==> config.mk <==
export PLATFORM = sky130hd
export DESIGN_NAME = el2_pmp_csr
export DESIGN_NICKNAME = d
export VERILOG_FILES = /design/src/rtl/el2_pkg.sv /design/src/rtl/el2_pmp_cfg_legal.sv /design/src/rtl/el2_pmp_csr.sv
export SDC_FILE = /design/constraint.sdc
export NUM_CORES = 1
export LEC_CHECK = 0
export CAP_MARGIN = 20
export CORE_AREA = 2 2 282 284
export CTS_BUF_LIST = sky130_fd_sc_hd__clkbuf_2
export DETAILED_ROUTE_END_ITERATION = 7
export DIE_AREA = 0 0 284 286
export PLACE_DENSITY = 0.69
export SYNTH_ARGS = -nofsm -noshare
export SYNTH_HDL_FRONTEND = slang
export SYNTH_HIERARCHICAL = 1
export SYNTH_SLANG_ARGS = --single-unit
==> constraint.sdc <==
create_clock -name clk -period 7.6 [get_ports clk]
set_input_delay 1.52 -clock clk [delete_from_list [all_inputs] [get_ports clk]]
set_output_delay 1.52 -clock clk [all_outputs]
set_load 0.02 [all_outputs]
==> src/rtl/el2_pkg.sv <==
// Shared PMP types, CSR address constants and core parameter bundle.
package el2_pkg;

  // Core build parameters; only the PMP entry count is used here.
  typedef struct packed {
    int unsigned PMP_ENTRIES;
  } el2_param_t;

  localparam el2_param_t EL2_PARAM_DEFAULT = '{PMP_ENTRIES: 32'd16};

  localparam int unsigned PMP_MAX_ENTRIES = 64;
  localparam int unsigned PMP_CFG_W       = 8;
  localparam int unsigned XLEN            = 32;

  typedef enum logic [1:0] {
    PMP_OFF   = 2'b00,
    PMP_TOR   = 2'b01,
    PMP_NA4   = 2'b10,
    PMP_NAPOT = 2'b11
  } el2_pmp_mode_pkt_t;

  // One pmpcfg byte, MSB first: L, reserved[1:0], A[1:0], X, W, R.
  typedef struct packed {
    logic              lock;
    logic [1:0]        reserved;
    el2_pmp_mode_pkt_t mode;
    logic              execute;
    logic              write;
    logic              read;
  } el2_pmp_cfg_pkt_t;

  localparam logic [11:0] PMPCFG_BASE  = 12'h3A0;
  localparam logic [11:0] PMPCFG_LAST  = 12'h3AF;
  localparam logic [11:0] PMPADDR_BASE = 12'h3B0;
  localparam logic [11:0] PMPADDR_LAST = 12'h3EF;

  // Array slots for a given entry count; a zero-entry build keeps one dead slot.
  function automatic int unsigned pmp_slots(input int unsigned n);
    return (n == 0) ? 1 : n;
  endfunction

endpackage

==> src/rtl/el2_pmp_cfg_legal.sv <==
// Next-value legaliser for one pmpcfg byte: lock, reserved and R=0/W=1 rules.
module el2_pmp_cfg_legal
  import el2_pkg::*;
(
  input  el2_pmp_cfg_pkt_t old_cfg,
  input  logic             wr_en,
  input  logic [7:0]       wr_byte,
  output el2_pmp_cfg_pkt_t new_cfg
);

  el2_pmp_cfg_pkt_t wr_cfg;
  logic             keep_old;

  // Keep the old byte when not written, locked, or written with the reserved R=0/W=1 combo.
  always_comb begin
    wr_cfg   = el2_pmp_cfg_pkt_t'(wr_byte);
    keep_old = !wr_en || old_cfg.lock || (!wr_cfg.read && wr_cfg.write);
    new_cfg  = old_cfg;
    if (!keep_old) begin
      new_cfg          = wr_cfg;
      new_cfg.reserved = 2'b00;
    end
  end

endmodule

==> src/rtl/el2_pmp_csr.sv <==
// PMP configuration/address CSR file feeding the PMP checker from registers.
module el2_pmp_csr
  import el2_pkg::*;
#(
  parameter el2_param_t pt = EL2_PARAM_DEFAULT
) (
  input  logic             clk,
  input  logic             rst_l,
  input  logic             csr_wr_en,
  input  logic [11:0]      csr_wr_addr,
  input  logic [31:0]      csr_wr_data,
  input  logic [11:0]      csr_rd_addr,
  output logic [31:0]      csr_rd_data,
  output logic             csr_rd_hit,
  output el2_pmp_cfg_pkt_t pmp_pmpcfg  [pmp_slots(pt.PMP_ENTRIES)],
  output logic [31:0]      pmp_pmpaddr [pmp_slots(pt.PMP_ENTRIES)]
);

  localparam int unsigned N_ENT   = pt.PMP_ENTRIES;
  localparam int unsigned N_SLOTS = pmp_slots(pt.PMP_ENTRIES);

  logic             wr_cfg_hit;
  logic             wr_addr_hit;
  logic [3:0]       wr_cfg_idx;
  logic [5:0]       wr_addr_idx;
  logic             rd_cfg_hit;
  logic             rd_addr_hit;
  logic [3:0]       rd_cfg_idx;
  logic [5:0]       rd_addr_idx;

  el2_pmp_cfg_pkt_t cfg_nxt [N_SLOTS];
  logic             addr_we [N_SLOTS];

  // Decode the write address into a cfg word or an address entry.
  always_comb begin
    wr_cfg_hit  = csr_wr_en && (csr_wr_addr >= PMPCFG_BASE) && (csr_wr_addr <= PMPCFG_LAST);
    wr_addr_hit = csr_wr_en && (csr_wr_addr >= PMPADDR_BASE) && (csr_wr_addr <= PMPADDR_LAST);
    wr_cfg_idx  = 4'(csr_wr_addr - PMPCFG_BASE);
    wr_addr_idx = 6'(csr_wr_addr - PMPADDR_BASE);
  end

  // Per-entry legalisation and address write-protect evaluation.
  for (genvar e = 0; e < N_SLOTS; e++) begin : g_ent
    localparam bit IMPL = (e < N_ENT);

    logic cfg_we;
    logic tor_locked;

    assign cfg_we = IMPL && wr_cfg_hit && (wr_cfg_idx == 4'(e / 4));

    el2_pmp_cfg_legal u_legal (
      .old_cfg (pmp_pmpcfg[e]),
      .wr_en   (cfg_we),
      .wr_byte (csr_wr_data[8*(e%4) +: 8]),
      .new_cfg (cfg_nxt[e])
    );

    // A locked TOR entry above freezes this entry's address, since it is its base.
    if (e + 1 < N_ENT) begin : g_next
      assign tor_locked = pmp_pmpcfg[e+1].lock && (pmp_pmpcfg[e+1].mode == PMP_TOR);
    end else begin : g_last
      assign tor_locked = 1'b0;
    end

    assign addr_we[e] = IMPL && wr_addr_hit && (wr_addr_idx == 6'(e))
                        && !pmp_pmpcfg[e].lock && !tor_locked;
  end

  // CSR register arrays; lock bits only release through reset.
  always_ff @(posedge clk or negedge rst_l) begin
    if (!rst_l) begin
      for (int unsigned i = 0; i < N_SLOTS; i++) begin
        pmp_pmpcfg[i]  <= '0;
        pmp_pmpaddr[i] <= '0;
      end
    end else begin
      for (int unsigned i = 0; i < N_SLOTS; i++) begin
        pmp_pmpcfg[i] <= cfg_nxt[i];
        if (addr_we[i]) begin
          pmp_pmpaddr[i] <= csr_wr_data;
        end
      end
    end
  end

  // Combinational read; unimplemented entries read as zero but still hit.
  always_comb begin
    rd_cfg_hit  = (csr_rd_addr >= PMPCFG_BASE) && (csr_rd_addr <= PMPCFG_LAST);
    rd_addr_hit = (csr_rd_addr >= PMPADDR_BASE) && (csr_rd_addr <= PMPADDR_LAST);
    rd_cfg_idx  = 4'(csr_rd_addr - PMPCFG_BASE);
    rd_addr_idx = 6'(csr_rd_addr - PMPADDR_BASE);
    csr_rd_hit  = rd_cfg_hit || rd_addr_hit;
    csr_rd_data = '0;
    for (int unsigned i = 0; i < N_SLOTS; i++) begin
      if (i < N_ENT) begin
        if (rd_cfg_hit && (rd_cfg_idx == 4'(i / 4))) begin
          csr_rd_data[8*(i%4) +: 8] = pmp_pmpcfg[i];
        end
        if (rd_addr_hit && (rd_addr_idx == 6'(i))) begin
          csr_rd_data = pmp_pmpaddr[i];
        end
      end
    end
  end

endmodule

# --- Word-level counts from Yosys, hierarchy flattened ---
# Cells that the tools add are included.
classes:
  n_eq_ne: 51
  mux: 32
  order_cmp: 8
  add_sub_neg: 4
  reduce_logical: 172
ops:
  columns: ["operator", "count"]
  rows:
  - ["two-way mux 32 bit", 16]
  - ["two-way mux 8 bit", 16]
  - ["equality test 6 x 4 -> 1 bit (second input constant)", 16]
  - ["logical AND 1 bit", 96]
  - ["equality test 6 x 3 -> 1 bit (second input constant)", 8]
  - ["greater-or-equal comparator 12 x 10 -> 1 bit (second input constant)", 4]
  - ["less-or-equal comparator 12 x 10 -> 1 bit (second input constant)", 4]
  - ["zero test 1 bit", 39]
  - ["logical OR 1 bit", 33]
  - ["equality test 2 x 1 -> 1 bit (second input constant)", 15]
  - ["equality test 6 x 2 -> 1 bit (second input constant)", 4]
  - ["equality test 4 x 2 -> 1 bit (second input constant)", 4]
  - ["equality test 6 x 1 -> 1 bit (second input constant)", 2]
  - ["zero test 6 bit", 2]
  - ["subtractor 6 bit (second input constant)", 2]
  - ["equality test 4 x 1 -> 1 bit (second input constant)", 2]
  - ["zero test 4 bit", 2]
  - ["subtractor 4 x 1 -> 4 bit (second input constant)", 2]
word_totals:
  reg_bits: 608
  out_inout_bits: 673

# --- Longest topological paths before layout ---
# Gate-level depths: netlist (run 1).
logic_depth:
  ltp_word: 35
  mapped_depth: 11

# --- Modules after synthesis ---
# Netlist (run 1), hierarchy kept.
by_module_without_submodules:
  columns: ["mod", "seq_area_each_um2", "cells_each", "instances", "area_each_um2"]
  rows:
  - ["el2_pmp_csr", 16015.4, 2246, 1, 28496.1]
  - ["el2_pmp_cfg_legal", 0.0, 16, 16, 135.1]

# --- Least setup slack after synthesis (run 1) ---
# OpenSTA, ideal clock, no wires.
synth_timing:
  path_type: "input to output"
  startpoint: "in csr_rd_addr[11]"
  endpoint: "out csr_rd_data[26]"
  path_slack_ps: 2326
  t_required_ps: 6080
  n_path_buf: 4
  stages: 10
  t_arrival_ps: 3754
  path_cell_list: "nand2b_1 > buf_2 > nor2_1 > buf_2 > clkbuf_1 > clkbuf_1 > a21oi_1 > a21oi_1 > nor2_1 > o41ai_1"
synth_between:
  elab_chain_cells: 23
  word_cells_on_any_way: 46
  cone_classes: "order compare: 4; mux: 20; reduce/logical: 22"
synth_lines:
  columns: ["item", "line", "text"]
  rows:
  - ["start: declaration", "el2_pmp_csr.sv:12", "input logic [11:0] csr_rd_addr,"]
  - ["greater-or-equal comparator 12 x 10 -> 1 bit / less-or-equal comparator 12 x 10 -> 1 bit (equally long branches)", "el2_pmp_csr.sv:89", "rd_addr_hit = (csr_rd_addr >= PMPADDR_BASE) && (csr_rd_addr <= PMPADDR_LAST);"]
  - ["logical AND 1 bit", "el2_pmp_csr.sv:89", null]
  - ["logical AND 1 bit", "el2_pmp_csr.sv:99", "if (rd_addr_hit && (rd_addr_idx == 6'(i))) begin"]
  - ["two-way mux 32 bit (3 in series)", "el2_pmp_csr.sv:99", null]
  - ["two-way mux 8 bit", "el2_pmp_csr.sv:96", "if (rd_cfg_hit && (rd_cfg_idx == 4'(i / 4))) begin"]
  - ["two-way mux 32 bit (4 in series)", "el2_pmp_csr.sv:99", null]
  - ["two-way mux 8 bit", "el2_pmp_csr.sv:96", null]
  - ["two-way mux 32 bit (4 in series)", "el2_pmp_csr.sv:99", null]
  - ["two-way mux 8 bit", "el2_pmp_csr.sv:96", null]
  - ["two-way mux 32 bit (4 in series)", "el2_pmp_csr.sv:99", null]
  - ["two-way mux 8 bit", "el2_pmp_csr.sv:96", null]
  - ["two-way mux 32 bit (*)", "el2_pmp_csr.sv:99", null]
  - ["end: declaration", "el2_pmp_csr.sv:13", "output logic [31:0] csr_rd_data,"]
# Every way passes the cells marked *; elsewhere a longest branch is shown, timed or not.

# --- Worst setup path after layout (run 1) ---
layout_timing:
  startpoint: "in csr_rd_addr[9]"
  endpoint: "out csr_rd_data[21]"
layout_between:
  elab_chain_cells: 23
  word_cells_on_any_way: 46
  cone_classes: "order compare: 4; mux: 20; reduce/logical: 22"
layout_lines:
  columns: ["item", "line"]
  rows:
  - ["greater-or-equal comparator 12 x 10 -> 1 bit / less-or-equal comparator 12 x 10 -> 1 bit (equally long branches)", "el2_pmp_csr.sv:89"]
  - ["logical AND 1 bit", "el2_pmp_csr.sv:89"]
  - ["logical AND 1 bit", "el2_pmp_csr.sv:99"]
  - ["two-way mux 32 bit (2 in series)", "el2_pmp_csr.sv:99"]
  - ["two-way mux 8 bit", "el2_pmp_csr.sv:96"]
  - ["two-way mux 32 bit (4 in series)", "el2_pmp_csr.sv:99"]
  - ["two-way mux 8 bit", "el2_pmp_csr.sv:96"]
  - ["two-way mux 32 bit (4 in series)", "el2_pmp_csr.sv:99"]
  - ["two-way mux 8 bit", "el2_pmp_csr.sv:96"]
  - ["two-way mux 32 bit (4 in series)", "el2_pmp_csr.sv:99"]
  - ["two-way mux 8 bit", "el2_pmp_csr.sv:96"]
  - ["two-way mux 32 bit", "el2_pmp_csr.sv:99"]
  - ["two-way mux 32 bit (*)", "el2_pmp_csr.sv:99"]
# Marks and branches as above.

==> results of run 1 <==
## power by group through the flow
stage | logic [W] | registers, W | clock network (W)
floorplan | 0.000109 | 0.00351 | 0
global placement | 0.000384 | 0.00350 | 0
detailed placement | 0.000385 | 0.00350 | 0
CTS | 0.000386 | 0.00343 | 0.00256
global route | 0.000408 | 0.00344 | 0.00274
finish | 0.000394 | 0.00343 | 0.00253
## kinds of logic after synthesis
group,Yosys count,share of synthesized area (%)
flops,640,52.24
xor+xnor,1,0.02857
compound gates,523,11.76
buf+inv,183,2.600
mux,595,22.35
simple gates,560,11.03
## worst min path at each step
stage | cells after the start | endpoint | slack [ns] | start
4_1_cts | 1 | pmp_pmpaddr[0] | 0.09 | rst_l
6_report | 1 | pmp_pmpaddr[198] | 0.11 | rst_l
5_1_grt | 1 | pmp_pmpaddr[198] | 0.12 | rst_l
3_3_place_gp | 1 | pmp_pmpaddr[221] | 0.50 | pmp_pmpaddr[221]
2_1_floorplan | 2 | pmp_pmpcfg[81] | 0.60 | pmp_pmpcfg[81]
3_5_place_dp | 1 | pmp_pmpcfg[86] | 0.51 | pmp_pmpcfg[86]
## routing by layer
layer	share of wire [%]	wire length [um]	vias up	GRT usage [%]
met5	0.080	135	-	0.4070
met4	7.5	12650	16	25.41
met3	12	20940	621	14.42
met2	42	71810	2340	58.73
met1	38	63860	14860	51.28
li1	-	-	11330	-
## worst register-to-register path, delay by kind of cell, from the launching register on
kind,cells,cell delay (ns)
simple gates,2,0.87
mux,1,0.42
flops,1,0.45
buf+inv,2,0.57
## registers in the layout (all words and copies together) (netlist names)
name         flops
pmp_pmpaddr    512
pmp_pmpcfg     128
## synthesized netlist by cell type, types with 8 or more instances
master / n
a21oi_1: 100
mux2_4: 48
nor4_1: 20
a32oi_1: 9
nand3_1: 30
nor2_1: 137
clkbuf_1: 86
and2_2: 32
nand2b_2: 16
o22ai_1: 67
a31o_2: 17
nand2b_1: 8
a211oi_1: 8
mux2_2: 502
dfrtp_1: 640
and2_1: 8
nor3_1: 39
nand2_1: 124
mux2i_1: 23
o221ai_1: 18
mux2_1: 22
a31oi_1: 13
inv_1: 9
nor4_2: 17
nor2b_4: 16
nand4_1: 14
a222oi_1: 20
o21ai_0: 85
o211ai_1: 16
and3b_1: 10
a22o_1: 10
a221oi_1: 22
buf_1: 9
or2b_1: 16
nand2_4: 16
buf_2: 76
and3_1: 8
a22oi_1: 70
## layout make-up
| class | count | area, sq um |
|---|---|---|
| fill | 7137 | 36620 |
| sequential | 640 | 16020 |
| multi-input combinational | 1679 | 14060 |
| timing repair buffer | 916 | 8771 |
| tap | 1050 | 1314 |
| clock buffer | 236 | 1181 |
| clock inverter | 47 | 346.6 |
| inverter | 9 | 33.78 |
| antenna | 8 | 20.02 |
## through the flow
step / std cells / hold slack (ns) / total power [W] / setup WS [ns] / utilization (%)
global placement: 4294 / 0.5049 / 0.003885 / 0.4771 / 51.29
floorplan: 2502 / 0.6038 / 0.003620 / 2.326 / -
global route: 4583 / 0.1217 / 0.006581 / 0.3654 / 53.26
detailed placement: 4294 / 0.5146 / 0.003885 / 0.5250 / 51.29
finish: 4585 / 0.1060 / 0.006363 / 0.3448 / 53.27
CTS: 4577 / 0.08539 / 0.006382 / 0.5277 / 53.24
==> results.toml, run 1 <==
[cts]
post_cts_buffers = 0
cts-buffers-inserted = 169
clock_path_buffers = 3
clockRootBuffer = "clkbuf_2"
postCtsHoldBufs = 0
cts_tree = "done"
htreeDepth = 4
cts_sinks = 640
cts_resized = 0
clk_latency_ns = 1.46
clk_pin_slew_ns = 0.10

[critical_path]
cp.required_ns = 6.08
endpoint_kind = "primary output"
cpMaxStageDelayCell = "nor3_1"
cp.depth = 11
cp_common_cell = "buf_4"
cp_top_family = "buffers and inverters"
r2r_end = "pmp_pmpaddr[279]"
crit_path_start_kind = "input port"
reg2reg_slack_ns = 5.13
crit_end = "csr_rd_data[21]"
setup.worst_path.start = "csr_rd_addr[9]"
critPathBufInv = 5
crit-reg2reg-launch = "pmp_pmpcfg[63]"
cp.arrival_ns = 5.74
reg2reg_depth = 5
max_stage_delay_ns = 0.81
path_cells = "clkdlybuf4s50_1 -> nor2b_1 -> buf_4 -> nand2_2 -> buf_4 -> nor3_1 -> a221oi_1 -> and2_0 -> o21ai_0 -> buf_4 -> clkdlybuf4s50_1"
path_max_fanout = 23
critical_path_class = "in -> out"

[power]
clock_power_share_pct = 39.8
ir_drop_mv = 0.07560
powerDensity_nw_per_um2 = 152.4
p_int_w = 0.004532
comb_power_share_pct = 6.2
p_sw_w = 0.001830
seq_power_share_pct = 54.0
p_sw_share_pct = 28.77
p_leak_nw = 19.28

[yosys]
synth_cell_types = 84
yosysSeqAreaShare_pct = 52.24
yosysWarnings = 6
synth_cells = 2502
synth_area_leader_cell = "dfrtp_1"
synth_fp_nets = 2561
synth_flop_cell = "dfrtp_1"
synth_async_sr_flop_share_pct = 100.0
synth_edf_count = 0
synth_top_area_share_pct = 52.24
ys_ff_latch = 640
synth.avg_cell_area_sq_um = 12.25
netlist_top_cells_area = "dfrtp_1, mux2_2, mux2_4"
syn_area_sq_um = 30660

[sta]
slew_violations = 0
max_freq_mhz = 137.8
finClkSkew_ns = 0.1084
slew_headroom_pct = 26.46
worst_slew_pin_slew_ns = 1.100
rsz0062_at_grt = "no"
min_period_ns = 7.255
setup_tns_ns = 0
post-route-period-util_pct = 95.46
finalHoldViolations = 0
setup_viol = 0

[global_route]
antenna_found_initial = 17
gr-usage-all-layers_pct = 40.43
grt_pass1_vias = 28450
grt_pass1_wl_um = 230500
overflow = 0
grt_start_max_net_pins = 175

[cells_and_area]
final_area_sq_um = 41740
drive_gt1_share_pct = 32.69
layout_commonest_cell = "clkdlybuf4s50_1"
nets = 3474
area_growth_pct = 36.14
final_cell_mix = "clkdlybuf4s50_1, dfrtp_1, mux2_2, clkbuf_2, buf_4"

[outcome]
status = "finished, violations left"
violations = "design-rule violations"

[placed_design]
postPlaceCellArea_sq_um = 40190
io_buffers = 731
place_congestion = 1.058
dp_hpwl_um = 126400

[drt]
drtIter0Drc = 4011
viasPerCell = 6.362
vias = 29170
drc = 10
routed_wl_um = 169400
routedWlPerCell_um = 36.94
firstDrtPassIters = 8
ant_nets = 0

[run]
maxCapViolCount = 0

[floorplan]
dieArea_sq_um = 81220
core_area_sq_um = 78360
start_util_pct = 39.13
rows = 103
die_h_um = 286
io_pins = 732
die_w_um = 284

[worst_hold_path]
hold_class = "in -> async"
(Power assumes the default switching activity.)
==> run 2, diff against run 1 <==
Settings changed: RECOVER_POWER set to 50.
==> results.toml, run 2 (synthesis gave the netlist of run 1 again) <==
[outcome]
status = "finished, violations left"
violations = "design-rule violations, max-capacitance violations, max-slew violations"

[cells_and_area]
nets = 3474
final_cell_mix = "clkdlybuf4s50_1, dfrtp_1, mux2_2, clkbuf_2, buf_4"
nFillCells = 7273
multiInputGateArea_sq_um = 13560
area_growth_pct = 34.20
final_area_sq_um = 41140
reg_top3 = "pmp_pmpaddr: 512 flops, pmp_pmpcfg: 128 flops"
regArea_sq_um = 16020
drive_gt1_share_pct = 29.74
layout_commonest_cell = "clkdlybuf4s50_1"
largest_reg_flops = 512
top_register = "pmp_pmpaddr"

[sta]
setup_tns_ns = 0
min_period_ns = 7.286
fin_ws_ns = 0.3140
worst_slew_pin_slew_ns = 5.825
rsz0062_at_grt = "no"
setup_viol = 0
post-route-period-util_pct = 95.87
finalHoldViolations = 0
slew_violations = 350
finClkSkew_ns = 0.1330
slew_headroom_pct = -288.3
max_freq_mhz = 137.3

[global_route]
gr-usage-all-layers_pct = 40.43
grt_start_max_net_pins = 175
grt_pass1_vias = 28450
grt_pass1_wl_um = 230500
overflow = 0
antenna_found_initial = 18

[critical_path]
endpoint_kind = "primary output"
path_max_fanout = 23
cp.arrival_ns = 5.77
crit_path_start_kind = "input port"
reg2reg_depth = 5
cp.required_ns = 6.08
reg2reg_slack_ns = 4.00
r2r_end = "pmp_pmpaddr[32]"
crit-reg2reg-launch = "pmp_pmpcfg[7]"
critical_path_class = "in -> out"

[drt]
vias = 29320
drtIter0Drc = 3988
routed_wl_um = 169600
drc = 1
viasPerCell = 6.397
firstDrtPassIters = 8
routedWlPerCell_um = 36.99
ant_nets = 0

[placed_design]
postPlaceCellArea_sq_um = 40190
place_congestion = 1.058
place_ws_ns = 0.5250
io_buffers = 731
dp_hpwl_um = 126400

[floorplan]
dieArea_sq_um = 81220
start_util_pct = 39.13
io_pins = 732
rows = 103
core_area_sq_um = 78360
die_h_um = 286
die_w_um = 284

[cts]
cts-buffers-inserted = 169
clock_path_buffers = 3
cts_resized = 0
clk_pin_slew_ns = 0.09
htreeDepth = 4
cts_tree = "done"
clockRootBuffer = "clkbuf_2"
postCtsHoldBufs = 0
post_cts_buffers = 0
clk_latency_ns = 1.46
cts_sinks = 640

[power]
comb_power_share_pct = 6.1
seq_power_share_pct = 54.1
clock_power_share_pct = 39.8
p_sw_w = 0.001822
powerDensity_nw_per_um2 = 154.4
ir_drop_mv = 0.07549
p_leak_nw = 19.01
p_sw_share_pct = 28.68
p_int_w = 0.004531

[worst_hold_path]
hold_class = "reg -> reg"
hold_end = "pmp_pmpcfg[122]"
min-delay-start = "pmp_pmpcfg[122]"
hold_depth = 1

[run]
maxCapViolCount = 12
## run 2: worst max-delay path: stages
cell,delay (ns)
clkdlybuf4s50_1,0.71
nor2b_1,0.51
buf_4,0.21
nand2_2,0.14
buf_4,0.31
nor3_1,0.85
a221oi_1,0.24
and2_0,0.28
o21ai_0,0.24
buf_4,0.14
clkdlybuf4s50_1,0.59
## run 2: worst max path at each step
stage	from	endpoint	slack (ns)	cells after the start
6_report	csr_rd_addr[9]	csr_rd_data[21]	0.31	11
4_1_cts	csr_rd_addr[11]	csr_rd_data[26]	0.53	9
5_1_grt	csr_rd_addr[9]	csr_rd_data[21]	0.37	11
3_3_place_gp	csr_rd_addr[11]	csr_rd_data[26]	0.48	9
3_5_place_dp	csr_rd_addr[11]	csr_rd_data[26]	0.52	9
2_1_floorplan	csr_rd_addr[11]	csr_rd_data[26]	2.33	10
## run 2: power by group through the flow
stage	registers [W]	logic, W	clock network (W)
final	0.00343	0.000388	0.00253
after detailed placement	0.00350	0.000385	0
after floorplan	0.00351	0.000109	0
after global placement	0.00350	0.000384	0
after CTS	0.00343	0.000386	0.00256
after global routing	0.00344	0.000404	0.00273
## run 2: layout make-up
| class | count | share of cell area, % |
|---|---|---|
| well taps | 1050 | 3.193 |
| inverters | 9 | 0.08211 |
| repair buffers | 916 | 21.09 |
| clock buffers | 236 | 2.871 |
| flip-flops and latches | 640 | 38.92 |
| clock inverters | 47 | 0.8424 |
| multi-input cells | 1679 | 32.96 |
| diodes | 7 | 0.04257 |
## run 2: per-layer routing
layer	vias up	GRT usage, %	wire, um
li1	11360	-	-
met1	14890	51.28	63560
met2	2403	58.73	71300
met3	652	14.42	21450
met4	18	25.41	13090
met5	-	0.4070	149
## run 2: through the flow
step           power [W]  hold WS [ns]  instances  utilization, %
2_1_floorplan   0.003620        0.6038       2502               -
3_3_place_gp    0.003885        0.5049       4294           51.29
3_5_place_dp    0.003885        0.5146       4294           51.29
4_1_cts         0.006382       0.08539       4577           53.24
5_1_grt         0.006573        0.5557       4583           52.51
6_report        0.006353        0.5344       4584           52.51
==> patch 1 (flow settings as in run 1) <==
Register the output `csr_rd_data`, without a reset; this adds one clock of latency there. The other outputs are not delayed to match.
--- a/src/rtl/el2_pmp_csr.sv
+++ b/src/rtl/el2_pmp_csr.sv
@@ -18,6 +18,8 @@
 
   localparam int unsigned N_ENT   = pt.PMP_ENTRIES;
   localparam int unsigned N_SLOTS = pmp_slots(pt.PMP_ENTRIES);
+
+  logic [31:0] csr_rd_data_d;
 
   logic             wr_cfg_hit;
   logic             wr_addr_hit;
@@ -90,18 +92,22 @@
     rd_cfg_idx  = 4'(csr_rd_addr - PMPCFG_BASE);
     rd_addr_idx = 6'(csr_rd_addr - PMPADDR_BASE);
     csr_rd_hit  = rd_cfg_hit || rd_addr_hit;
-    csr_rd_data = '0;
+    csr_rd_data_d = '0;
     for (int unsigned i = 0; i < N_SLOTS; i++) begin
       if (i < N_ENT) begin
         if (rd_cfg_hit && (rd_cfg_idx == 4'(i / 4))) begin
-          csr_rd_data[8*(i%4) +: 8] = pmp_pmpcfg[i];
+          csr_rd_data_d[8*(i%4) +: 8] = pmp_pmpcfg[i];
         end
         if (rd_addr_hit && (rd_addr_idx == 6'(i))) begin
-          csr_rd_data = pmp_pmpaddr[i];
+          csr_rd_data_d = pmp_pmpaddr[i];
         end
       end
     end
   end
 
+  always_ff @(posedge clk) begin
+    csr_rd_data <= csr_rd_data_d;
+  end
+
 endmodule
 
Behaviour: not the same (Yosys sat finds a counterexample within 4 cycles, from zero or initial values and one cycle with rst_l low).
==> patch 1 against run 1 <==
Worst setup slack improved by 2100 ps; hold slack improved by 51 ps; cell count fell by 2.3%; synthesized area barely moved; sequential cell count rose by 32; wire length fell by 5.7%; critical path depth fell by 6; first-iteration DRC count fell by 18%; cell area fell by 1.1%; total power rose by 2.7%; clock power rose by 3%.
==> patch 1: results (changes against run 1) <==
Outcome
  – Outcome: finished, final reports clean

GRT
  – Met1 Usage GRT: 0.473 (-0.0398)
  – GR Util met3: 0.111 (-0.0328)
  – Grt met2 use: 0.608 (+0.0211)
  – Largest net degree at the start of global routing: 174 (-0.57%)
  – Global-route wire length before repair: 219 mm (-5.2%)
  – GRT Util Overall: 0.383 (-0.0209)
  – Initial antenna violation count: 8 (-9)

Placement
  – GP Congestion: 0.926 (-12%)
  – Area of placed instances: 39600 sq um (-1.4%)
  – Post-DP HPWL: 115 mm (-9.1%)

Routing
  – Initial drt markers: 3286 (-18%)
  – 1st-pass router iterations: 6 (-2)

Logic synthesis
  – Synth top cells by count: 640 x dfrtp_1, 483 x mux2_2, 139 x nor2_1
  – Post-synthesis xor/xnor area fraction: 0.000286 (about the same)
  – Compound-Gate Fraction of Synth Area: 0.103 (-0.0143)
  – Multiplexer area fraction after synthesis: 0.215 (-0.00889)
  – Syn Nets: 2490 (-2.8%)

Clock tree
  – Clk pin slew, worst setup/hold paths: 120 ps (+20 ps)

Finish
  – Largest regs: pmp_pmpaddr x512, pmp_pmpcfg x128, csr_rd_data x32
  – Fillers: 7012 (-1.8%)
  – Layout cell share with drive strength beyond 1: 0.320 (-0.00709)
  – Nets: 3340 (-3.9%)

Power and ir drop
  – VDD IR-drop max: 0.107 mV (+42%)

Worst setup path
  – Crit path DAT: 3630 ps (-2110 ps)
  – Crit path max fanout: 4 (-83%)

Timing
  – Slew headroom: 0.228 (-0.0364)
==> patch 1: area by class of cell <==
type,count,area [sq um],share of cell area
multi-input combinational,1588,13400,0.325
timing repair buffer,839,8230,0.199
inverter,6,22.5,0.000545
antenna,4,10.0,0.000242
sequential,672,16700,0.403
clock inverter,34,189,0.00458
tap,1050,1310,0.0318
clock buffer,288,1440,0.0349
==> patch 1: per-stage QoR <==
stage	total power (W)	setup WS, ps	util	hold slack (ps)	instances
2_1_floorplan	0.00376	3660	-	601	2431
3_3_place_gp	0.00398	1810	0.505	505	4147
3_5_place_dp	0.00398	2060	0.506	509	4154
4_1_cts	0.00656	2490	0.527	67.7	4476
5_1_grt	0.00678	2430	0.527	145	4478
6_report	0.00653	2450	0.527	157	4481
==> patch 1: critical path: stages <==
cell             delay, ps
clkdlybuf4s50_1        560
or2_2                  370
or2_2                  370
nor2_1                 160
clkdlybuf4s50_1        640
==> patch 1: final timing paths <==
kind	start	endpoint	slack (ps)	depth (start not counted)
hold reg to reg	pmp_pmpaddr[26]	csr_rd_data[26]	530	2
setup / recovery	csr_rd_addr[10]	csr_rd_hit	2450	5
setup reg to reg	pmp_pmpcfg[7]	pmp_pmpaddr[58]	5040	5
max in group asynchronous	rst_l	pmp_pmpaddr[403]	5360	3
hold / removal	rst_l	pmp_pmpaddr[104]	160	1
min in group clk	pmp_pmpaddr[26]	csr_rd_data[26]	530	2
==> patch 1: metal layers <==
metal	wire [um]	vias to the layer above
met1	59300	14200
met5	55	-
met3	17500	537
met2	73100	2089
met4	9880	6
li1	-	10900
==> patch 1: where the power goes <==
group / total (W) / internal [W] / switching (W)
combinational: 0.000318 / 0.0000884 / 0.000229
clock: 0.00261 / 0.00103 / 0.00158
sequential: 0.00360 / 0.00358 / 0.0000179
total: 0.00653 / 0.00470 / 0.00183
==> patch 2 (flow settings as in run 1) <==
Made on the original files. Add an input register stage for `csr_wr_en`, `csr_wr_addr`, `csr_wr_data` and `csr_rd_addr`, with the module's reset; this delays them by one clock.
--- a/src/rtl/el2_pmp_csr.sv
+++ b/src/rtl/el2_pmp_csr.sv
@@ -19,6 +19,25 @@
   localparam int unsigned N_ENT   = pt.PMP_ENTRIES;
   localparam int unsigned N_SLOTS = pmp_slots(pt.PMP_ENTRIES);
 
+  logic csr_wr_en_q;
+  logic [11:0] csr_wr_addr_q;
+  logic [31:0] csr_wr_data_q;
+  logic [11:0] csr_rd_addr_q;
+
+  always_ff @(posedge clk or negedge rst_l) begin
+    if (!rst_l) begin
+      csr_wr_en_q   <= '0;
+      csr_wr_addr_q <= '0;
+      csr_wr_data_q <= '0;
+      csr_rd_addr_q <= '0;
+    end else begin
+      csr_wr_en_q   <= csr_wr_en;
+      csr_wr_addr_q <= csr_wr_addr;
+      csr_wr_data_q <= csr_wr_data;
+      csr_rd_addr_q <= csr_rd_addr;
+    end
+  end
+
   logic             wr_cfg_hit;
   logic             wr_addr_hit;
   logic [3:0]       wr_cfg_idx;
@@ -33,10 +52,10 @@
 
   // Decode the write address into a cfg word or an address entry.
   always_comb begin
-    wr_cfg_hit  = csr_wr_en && (csr_wr_addr >= PMPCFG_BASE) && (csr_wr_addr <= PMPCFG_LAST);
-    wr_addr_hit = csr_wr_en && (csr_wr_addr >= PMPADDR_BASE) && (csr_wr_addr <= PMPADDR_LAST);
-    wr_cfg_idx  = 4'(csr_wr_addr - PMPCFG_BASE);
-    wr_addr_idx = 6'(csr_wr_addr - PMPADDR_BASE);
+    wr_cfg_hit  = csr_wr_en_q && (csr_wr_addr_q >= PMPCFG_BASE) && (csr_wr_addr_q <= PMPCFG_LAST);
+    wr_addr_hit = csr_wr_en_q && (csr_wr_addr_q >= PMPADDR_BASE) && (csr_wr_addr_q <= PMPADDR_LAST);
+    wr_cfg_idx  = 4'(csr_wr_addr_q - PMPCFG_BASE);
+    wr_addr_idx = 6'(csr_wr_addr_q - PMPADDR_BASE);
   end
 
   // Per-entry legalisation and address write-protect evaluation.
@@ -51,7 +70,7 @@
     el2_pmp_cfg_legal u_legal (
       .old_cfg (pmp_pmpcfg[e]),
       .wr_en   (cfg_we),
-      .wr_byte (csr_wr_data[8*(e%4) +: 8]),
+      .wr_byte (csr_wr_data_q[8*(e%4) +: 8]),
       .new_cfg (cfg_nxt[e])
     );
 
@@ -77,7 +96,7 @@
       for (int unsigned i = 0; i < N_SLOTS; i++) begin
         pmp_pmpcfg[i] <= cfg_nxt[i];
         if (addr_we[i]) begin
-          pmp_pmpaddr[i] <= csr_wr_data;
+          pmp_pmpaddr[i] <= csr_wr_data_q;
         end
       end
     end
@@ -85,10 +104,10 @@
 
   // Combinational read; unimplemented entries read as zero but still hit.
   always_comb begin
-    rd_cfg_hit  = (csr_rd_addr >= PMPCFG_BASE) && (csr_rd_addr <= PMPCFG_LAST);
-    rd_addr_hit = (csr_rd_addr >= PMPADDR_BASE) && (csr_rd_addr <= PMPADDR_LAST);
-    rd_cfg_idx  = 4'(csr_rd_addr - PMPCFG_BASE);
-    rd_addr_idx = 6'(csr_rd_addr - PMPADDR_BASE);
+    rd_cfg_hit  = (csr_rd_addr_q >= PMPCFG_BASE) && (csr_rd_addr_q <= PMPCFG_LAST);
+    rd_addr_hit = (csr_rd_addr_q >= PMPADDR_BASE) && (csr_rd_addr_q <= PMPADDR_LAST);
+    rd_cfg_idx  = 4'(csr_rd_addr_q - PMPCFG_BASE);
+    rd_addr_idx = 6'(csr_rd_addr_q - PMPADDR_BASE);
     csr_rd_hit  = rd_cfg_hit || rd_addr_hit;
     csr_rd_data = '0;
     for (int unsigned i = 0; i < N_SLOTS; i++) begin
Function: changed (Yosys sat finds a counterexample within 4 cycles, from zero or initial values and one cycle with rst_l low).
==> patch 2 against run 1 <==
Non-clock buffer count down 99; cell area increased by 0.63%; worst setup slack worse by 230 ps; wire length shrank 8.3%; sequential cell count up 57; synthesized cell count down 3.0%; synthesized area increased by 2.9%; critical path depth is 3 lower; clock power grew 5%; clock skew shrank 8.2 ps; utilization grew 0.34 points; hold slack better by 86 ps; total power increased by 6.7%; largest cell class unchanged.
==> patch 2: results (changes against run 1) <==
Power and ir drop
  – VDD IR-drop max: 0.104 mV (+37%)
  – Clock net power: 0.00266 W (+5%)

Worst setup path
  – CP peak stage delay: 840 ps (+30 ps)
  – Worst R2R Setup Slack: 3610 ps (-1520 ps)
  – Reg2reg end: pmp_pmpaddr[116]
  – Worst reg2reg startpoint: csr_wr_addr_q[6]
  – CP Launch Point: csr_rd_addr_q[4]
  – Critical Path Sink: csr_rd_data[3]

Clock tree
  – CTS buffer count: 181 (+7.1%)

Logic synthesis
  – Post-synthesis xor/xnor area fraction: 0 (-0.000286)
  – Top cells by area, synth: dfrtp_1 55%, mux2_2 17%, mux2_4 2.3%
  – Compound-Gate Fraction of Synth Area: 0.116 (-0.00181)
  – Post-synthesis cell type count: 83 (-1.2%)
  – Multiplexer area fraction after synthesis: 0.217 (-0.00662)
  – Syn Nets: 2486 (-2.9%)

Finish
  – Multi-input logic area: 13600 sq um (-3.2%)
  – Non-clock buffer share: 0.191 (-0.0189)
  – CLK BUF: 274 (+16%)
  – Layout cell share with drive strength beyond 1: 0.318 (-0.00895)
  – Seq/total area: 0.415 (+0.0318)
  – Non-Clock Buffer Count: 817 (-11%)

GRT
  – Global-route wire length before repair: 216 mm (-6.5%)
  – Initial antenna violation count: 5 (-12)

Routing
  – DR WL met2: 72.3 mm (+0.65%)
  – Routed met3 length: 15.3 mm (-27%)
  – Drt total wl: 155 mm (-8.3%)

Outcome
  – Outcome: finished, final reports clean
patch 2: cell types whose count changed in the layout (fill, tap and decap cells not counted), sizes merged, moves of 14 or more:
cell / run 1 / this run
clkdlybuf4s50: 715 / 730
buf: 201 / 87
a21oi: 101 / 77
clkbuf: 236 / 274
nor3: 43 / 21
clkinv: 35 / 14
o22ai: 67 / 82
nor4: 40 / 22
nor2: 137 / 104
dfrtp: 640 / 697
mux2i: 23 / 6
a22oi: 70 / 56
patch 2: stage by stage:
stage / instances / worst slack [ps] / utilization / hold WS (ps)
global route: 4433 / 30.7 / 0.536 / 177
global placement: 4130 / 1360 / 0.515 / 498
floorplan: 2427 / 3490 / - / 544
detailed placement: 4131 / 1590 / 0.515 / 503
finish: 4436 / 118 / 0.536 / 192
CTS: 4430 / 55.2 / 0.535 / 115
patch 2: per-layer routing:
layer,vias to the layer above,global-route usage
met3,494,0.108
met5,-,0
li1,10900,-
met4,8,0.204
met1,14300,0.459
met2,1887,0.595
